**config.mk**
```make
export PLATFORM = sky130hd
export DESIGN_NAME = serial_add_ctrl
export DESIGN_NICKNAME = d
export VERILOG_FILES = /design/src/rtl/serial_add_pkg.sv /design/src/rtl/full_adder_mux.sv /design/src/rtl/serial_add_ctrl.sv
export SDC_FILE = /design/constraint.sdc
export NUM_CORES = 1
export LEC_CHECK = 0
export BUFFER_PORTS_ARGS = -buffer_cell sky130_fd_sc_hd__buf_4
export CORE_UTILIZATION = 56
export CTS_BUF_LIST = sky130_fd_sc_hd__clkbuf_8
export CTS_CLUSTER_DIAMETER = 120
export CTS_CLUSTER_SIZE = 14
export DETAILED_ROUTE_END_ITERATION = 8
export PLACE_DENSITY_LB_ADDON = 0.12
export SKIP_CTS_REPAIR_TIMING = 1
export SYNTH_ARGS = -nofsm -noshare
export SYNTH_HDL_FRONTEND = slang
export SYNTH_HIERARCHICAL = 1
export SYNTH_SLANG_ARGS = --single-unit
```
**constraint.sdc**
```tcl
create_clock -name clk -period 1.65 [get_ports clk]
set_input_delay 0.0825 -clock clk [delete_from_list [all_inputs] [get_ports clk]]
set_output_delay 0.0825 -clock clk [all_outputs]
set_load 0.02 [all_outputs]
```
**src/rtl/serial_add_pkg.sv**
```systemverilog
// Shared types and sizing helpers for the bit-serial add/subtract controller.
package serial_add_pkg;

  typedef enum logic [1:0] {
    IDLE = 2'd0,
    RUN  = 2'd1,
    DONE = 2'd2
  } state_t;

  // Bit-counter width: ceil(log2(width)), never below 1.
  function automatic int unsigned cnt_width(input int unsigned width);
    return (width < 2) ? 1 : $clog2(width);
  endfunction

  localparam int unsigned DEFAULT_WIDTH = 8;
  localparam int unsigned CNT_W_DEFAULT = cnt_width(DEFAULT_WIDTH);

endpackage

```
**src/rtl/full_adder_mux.sv**
```systemverilog
// 1-bit full-adder cell; carry is selected by the propagate term.
module full_adder_mux (
  input  logic x,
  input  logic y,
  input  logic ci,
  output logic s,
  output logic co
);

  logic p;

  // Propagate selects incoming carry, otherwise generate equals x (x == y).
  always_comb begin
    p  = x ^ y;
    s  = p ^ ci;
    co = p ? ci : x;
  end

endmodule

```
**src/rtl/serial_add_ctrl.sv**
```systemverilog
// Bit-serial add/subtract controller: one result bit per cycle through a single full-adder cell.
module serial_add_ctrl
  import serial_add_pkg::*;
#(
  parameter int unsigned WIDTH = 8
) (
  input  logic             clk,
  input  logic             rst,
  input  logic             in_valid,
  output logic             in_ready,
  input  logic [WIDTH-1:0] a,
  input  logic [WIDTH-1:0] b,
  input  logic             sub,
  output logic             out_valid,
  input  logic             out_ready,
  output logic [WIDTH-1:0] sum,
  output logic             cout,
  output logic             ovf,
  output logic             busy
);

  localparam int unsigned CNT_W = cnt_width(WIDTH);

  state_t             state;
  logic [WIDTH-1:0]   a_q;
  logic [WIDTH-1:0]   b_q;
  logic               c_q;
  logic [CNT_W-1:0]   cnt;
  logic               fa_s;
  logic               fa_co;

  full_adder_mux u_fa (
    .x  (a_q[0]),
    .y  (b_q[0]),
    .ci (c_q),
    .s  (fa_s),
    .co (fa_co)
  );

  // Control FSM and datapath registers; sum doubles as the result shift register.
  always_ff @(posedge clk or posedge rst) begin
    if (rst) begin
      state     <= IDLE;
      in_ready  <= 1'b1;
      out_valid <= 1'b0;
      busy      <= 1'b0;
      sum       <= '0;
      cout      <= 1'b0;
      ovf       <= 1'b0;
      a_q       <= '0;
      b_q       <= '0;
      c_q       <= 1'b0;
      cnt       <= '0;
    end else begin
      case (state)
        IDLE: begin
          if (in_valid && in_ready) begin
            a_q      <= a;
            b_q      <= b ^ {WIDTH{sub}};
            c_q      <= sub;
            cnt      <= '0;
            state    <= RUN;
            in_ready <= 1'b0;
            busy     <= 1'b1;
          end
        end
        RUN: begin
          a_q <= a_q >> 1;
          b_q <= b_q >> 1;
          sum <= {fa_s, sum[WIDTH-1:1]};
          c_q <= fa_co;
          cnt <= cnt + CNT_W'(1);
          if (cnt == CNT_W'(WIDTH - 1)) begin
            ovf       <= c_q ^ fa_co;
            cout      <= fa_co;
            state     <= DONE;
            out_valid <= 1'b1;
          end
        end
        DONE: begin
          if (out_ready) begin
            state     <= IDLE;
            out_valid <= 1'b0;
            in_ready  <= 1'b1;
            busy      <= 1'b0;
          end
        end
        default: begin
          state     <= IDLE;
          out_valid <= 1'b0;
          in_ready  <= 1'b1;
          busy      <= 1'b0;
        end
      endcase
    end
  end

endmodule

```
After elaboration in Yosys (flattened, before gate mapping)
Index checks and enable logic that the tools add are counted.

Flip-flop bits (word level): 35. Input port bits: 21. Output and inout port bits: 13. Logic and storage cells: 53.

$add $sub $neg: 1. Equality and inequality tests: 6. Mux-type cells: 21. Bitwise logic cells: 6. Reduce and logical (&&, ||, !) cells: 8.

Operators by type and width (count): case mux 8 bit (2 select lines) (2); 2-to-1 mux 8 bit (2); case mux 1 bit (3 select lines) (3); AND reduction 3 bit (3); XOR 8 bit (1); 2-to-1 mux 1 bit (7); 2-to-1 mux 2 bit (3); inequality test 2 bit, second input constant (3); case mux 2 bit (3 select lines) (1); case mux 3 bit (2 select lines) (1); AND reduction 2 bit (2); adder 3 x 1 -> 3 bit, second input constant (1); equality test 3 bit, second input constant (1); 2-to-1 mux 3 bit (1); XOR 1 bit (3); equality test 2 x 1 -> 1 bit, second input constant (1); equality test 2 bit, second input constant (1); zero test 2 bit (1); inverter 1 bit (2); case mux 1 bit (2 select lines) (1); nonzero test 2 bit (1); logical AND 1 bit (1).

Depth between registers and ports, before layout
Word-level depth: 3. Gate-level depth with buffers: 5. Mapped depth without buffers: 4.

Modules after synthesis
Netlist, hierarchy kept.

Modules (own cells, without submodules): serial_add_ctrl (times used 1, cells each 129, area each 1591.5 um2); full_adder_mux (times used 1, cells each 2, area each 33.8 um2).

Least setup slack after synthesis
Ideal clock, no wire load.

Path kind: flip-flop to flip-flop. Start point: register in_ready. End point: register b_q[0]. Library setup time: 0.126 ns. Arrival: 1.361 ns. Required time: 1.524 ns. Path slack: 0.163 ns. Cell stages (with the launch flop): 5. Path buffers: 1. Clock period less this slack: 1.487 ns. Cells stage by stage: dfstp_2 -> a21oi_2 -> or2_1 -> buf_6 -> a221o_1.

Cells in the longest elaborated chain, start to end: 3.

RTL lines: start: declaration (RTL line serial_add_ctrl.sv:10) `output logic in_ready,`; start signal: assignment (RTL line serial_add_ctrl.sv:44) `in_ready <= 1'b1;`; start signal: assignment (RTL line serial_add_ctrl.sv:63) `in_ready <= 1'b0;`; start signal: assignment (RTL line serial_add_ctrl.sv:84) `in_ready <= 1'b1;`; logical AND 1 bit (RTL line serial_add_ctrl.sv:57) `if (in_valid && in_ready) begin`; inequality test 2 bit (no line); AND reduction 2 bit (no line); end signal: assignment (RTL line serial_add_ctrl.sv:59) `b_q <= b ^ {WIDTH{sub}};`; end signal: assignment (RTL line serial_add_ctrl.sv:69) `b_q <= b_q >> 1;`; end: declaration (RTL line serial_add_ctrl.sv:26) `logic [WIDTH-1:0] b_q;`.

No other way between the ends. A chain may end at the register's enable or synchronous reset.

Worst setup path in the final report
Start point: register in_ready. End point: register b_q[2].

The elaborated chain is that of the path after synthesis.

==> flow_metrics.env <==
export IMPL_dp_hpwl_um=2060
export IMPL_grt_use_met3=0.0698
export IMPL_fp_coreArea_mm2=0.00276
export IMPL_hold_class="in2reg"
export IMPL_grt_busiest_layer="met2"
export IMPL_grt_max_degree=36
export IMPL_tightest_slew_ns=0.484
export IMPL_hold_viol=0
export IMPL_finalNonFillerCells=203
export IMPL_first_iter_violations=27
export IMPL_crit_type="reg2reg"
export IMPL_grt_pass1_vias=1128
export IMPL_finalCritPeriodShare=0.928
export IMPL_worstPathCellList="a21oi_2 -> or2_1 -> a221o_1"
export IMPL_p_leak_nw=0.945
export IMPL_cp_slowest_cell="dfstp_2"
export IMPL_grt_overflow_total=0
export IMPL_vdd_ir_drop_max_v=0.00149
export IMPL_cts_tree="done"
export IMPL_required_ns=1.81
export IMPL_hp_start="a[0]"
export IMPL_path_max_fanout=14
export IMPL_io_buffers=33
export IMPL_firstDrtPassIters=4
export IMPL_holdPathEnd="a_q[0]"
export IMPL_path_buf_inv=0
export IMPL_period_needed_ns=1.53
export IMPL_drt_wl_total_um=2990
export IMPL_h_tree_depth=2
export IMPL_synth_top_area_share=0.523
export IMPL_syn_area_mm2=0.00163
export IMPL_worst_slew_margin_rel=0.677
export IMPL_cp_slowest_stage_delay_ns=0.58
export IMPL_wl_per_cell_um=14.7
export IMPL_areaGrowthSynthToFinish_pct=24.6
export IMPL_antenna_left=0
export IMPL_internal_power_mw=2.41
export IMPL_power_switching_mw=1.28
export IMPL_rsz0062_at_grt="no"
export IMPL_antenna_found_initial=0
export IMPL_cts_inserted_buffers=5
export IMPL_dieHeight_um=55.9
export IMPL_fmax_mhz=653
export IMPL_grtUsageMet1=0.294
export IMPL_endpoint_kind="register"
export IMPL_whs_path_depth=3
export IMPL_pin_count=34
export IMPL_avgSynthCellArea_um2=12.4
export IMPL_r2r_start="in_ready"
export IMPL_final_nets=194
export IMPL_cp_top_family="flip-flops"
export IMPL_syn_nets=154
export IMPL_r2r_end="b_q[2]"
export IMPL_start_kind="register"
export IMPL_powerDensity_mw_per_mm2=1820
export IMPL_cts_sinks=35
export IMPL_use_met2=0.358
export IMPL_yosys_warnings=6
export IMPL_reg2reg_slack_ns=0.12
export IMPL_grt_pass1_wl_um=5210
export IMPL_row_count=19
export IMPL_synthCells=131
export IMPL_sw_frac_of_total=0.346
export IMPL_grt_usage=0.224
export IMPL_root_buffer="clkbuf_8"
export IMPL_clkLatencyLatePin_ns=0.28
export IMPL_pwr_share_clk=0.182
export IMPL_n_antenna_cell=0
export IMPL_p_comb_frac=0.428
export IMPL_drc=0
export IMPL_final_util=0.735
export IMPL_fillers=193
export IMPL_dpl_cell_count=194
export IMPL_tns_ns=0
export IMPL_cts_max_path_buffers=2
export IMPL_vias_per_cell=5.64
export IMPL_die_area_mm2=0.00312
export IMPL_layout_drive_gt1_share=0.355
export IMPL_cap_violations=0
export IMPL_setup_violations_final=0
export IMPL_finalPower_mw=3.69
export IMPL_skew_ns=0.00483
export IMPL_start_util=0.589
export IMPL_place_congestion=0.733
export IMPL_timing_hold_ws_ns=0.0640
export IMPL_vias=1145
export IMPL_worstPathArrival_ns=1.69
export IMPL_rr_worst_depth=3
export IMPL_die_w_um=55.9
export IMPL_ys_types=33
export IMPL_clk_pin_slew_worst_paths_ns=0.07
export IMPL_status="finished clean"
export IMPL_slew_violations=0
export IMPL_ys_ff_latch=35
export IMPL_synth_area_top_cells="dfrtp_1 (52%), mux2_2 (5.5%), mux2i_1 (4.9%), a221o_1 (4.3%), xnor2_1 (4.3%)"
export IMPL_synth_top_area_cell="dfrtp_1"
export IMPL_pwr_share_seq=0.390
export IMPL_yosysSeqAreaShare=0.540
[power groups by stage]
stage	Combinational, mW	Sequential, mW	Clock [mW]
after global routing	1.72	1.49	0.733
after detailed placement	1.59	1.46	0
after CTS	1.59	1.45	0.681
after floorplan	0.996	1.56	0
after global placement	1.53	1.43	0
final	1.58	1.44	0.670
[worst register-to-register path: stages, from the launching register on]
cell	delay (ns)
dfstp_2	0.58
a21oi_2	0.07
or2_1	0.39
a221o_1	0.37
[how the worst max path moves through the flow]
stage	slack [ns]	cells past startpoint	end	start
detailed placement	0.14	3	b_q[4]	in_ready
finish	0.12	3	b_q[2]	in_ready
floorplan	0.16	4	b_q[0]	in_ready
CTS	0.12	4	b_q[2]	state[0]
global route	0.05	3	b_q[2]	in_ready
global placement	0.20	3	b_q[3]	in_ready
[area by class of cell]
| class | instances | area [µm²] | area share |
|---|---|---|---|
| clock buffers | 7 | 96.3 | 0.0476 |
| clock inverters | 1 | 3.75 | 0.00185 |
| inverters | 5 | 18.8 | 0.00926 |
| multi-input cells | 83 | 668 | 0.330 |
| flip-flops and latches | 35 | 877 | 0.433 |
| well taps | 31 | 38.8 | 0.0191 |
| repair buffers | 41 | 323 | 0.159 |
[cells by family (layout without fill, tap and decap cells)]
kind of cell               Yosys count  after routing  share of synthesized area
xor gates and xnor gates            10             10                     0.0631
and+or+nand+nor                     16             16                     0.0485
DFF                                 35             35                      0.540
AOI/OAI and AO/OA                   35             35                      0.146
adders and majority gates            3              3                     0.0216
buffers and inverters               13             54                     0.0508
muxes                               19             19                      0.130
[layer usage]
metal | vias up | part of all wire
met5 | - | 0
met4 | 0 | 0.012
met3 | 5 | 0.049
met2 | 35 | 0.49
met1 | 559 | 0.45
li1 | 546 | -
[layout by cell type, fill, tap and decap left out, types with 2 or more instances in the layout]
cell | Yosys | layout
clkbuf_8 | 0 | 7
mux2i_1 | 8 | 8
inv_1 | 5 | 6
xnor2_1 | 8 | 8
a221o_1 | 7 | 7
mux2_2 | 8 | 8
o21ai_0 | 10 | 10
a22o_1 | 2 | 2
ha_1 | 2 | 2
o21ai_1 | 9 | 9
a21oi_1 | 2 | 2
buf_4 | 2 | 39
dfrtp_1 | 34 | 34
nor2_1 | 8 | 8
o2bb2ai_1 | 2 | 2
nand2_1 | 3 | 3
mux2_4 | 2 | 2
[sequential cells by signal, summed over array words and instances (netlist names)]
register   count
a_q            8
b_q            8
sum            8
cnt            3
state          2
busy           1
c_q            1
cout           1
in_ready       1
out_valid      1
ovf            1
[through the flow]
| step | setup WS [ns] | area (µm²) |
|---|---|---|
| after floorplan | 0.163 | 1630 |
| after global placement | 0.198 | 1920 |
| after detailed placement | 0.139 | 1920 |
| after CTS | 0.117 | 2020 |
| after global routing | 0.0465 | 2030 |
| final | 0.118 | 2030 |
[synthesized netlist by cell type, drive strengths merged]
master and n:
dfrtp 34, a32oi 1, a22o 2, xor3 1, o2bb2ai 2, dfstp 1
clkbuf 2, a21oi 3, inv 5, nor2b 1, nand2 4, nand4bb 1
o21ai 19, nor3b 1, ha 2, or2 1, xor2 1, xnor2 8
maj3 1, buf 6, nor2 8, mux2i 8, mux2 11, a32o 1
a221o 7
Power figures use the tool's default switching activity.
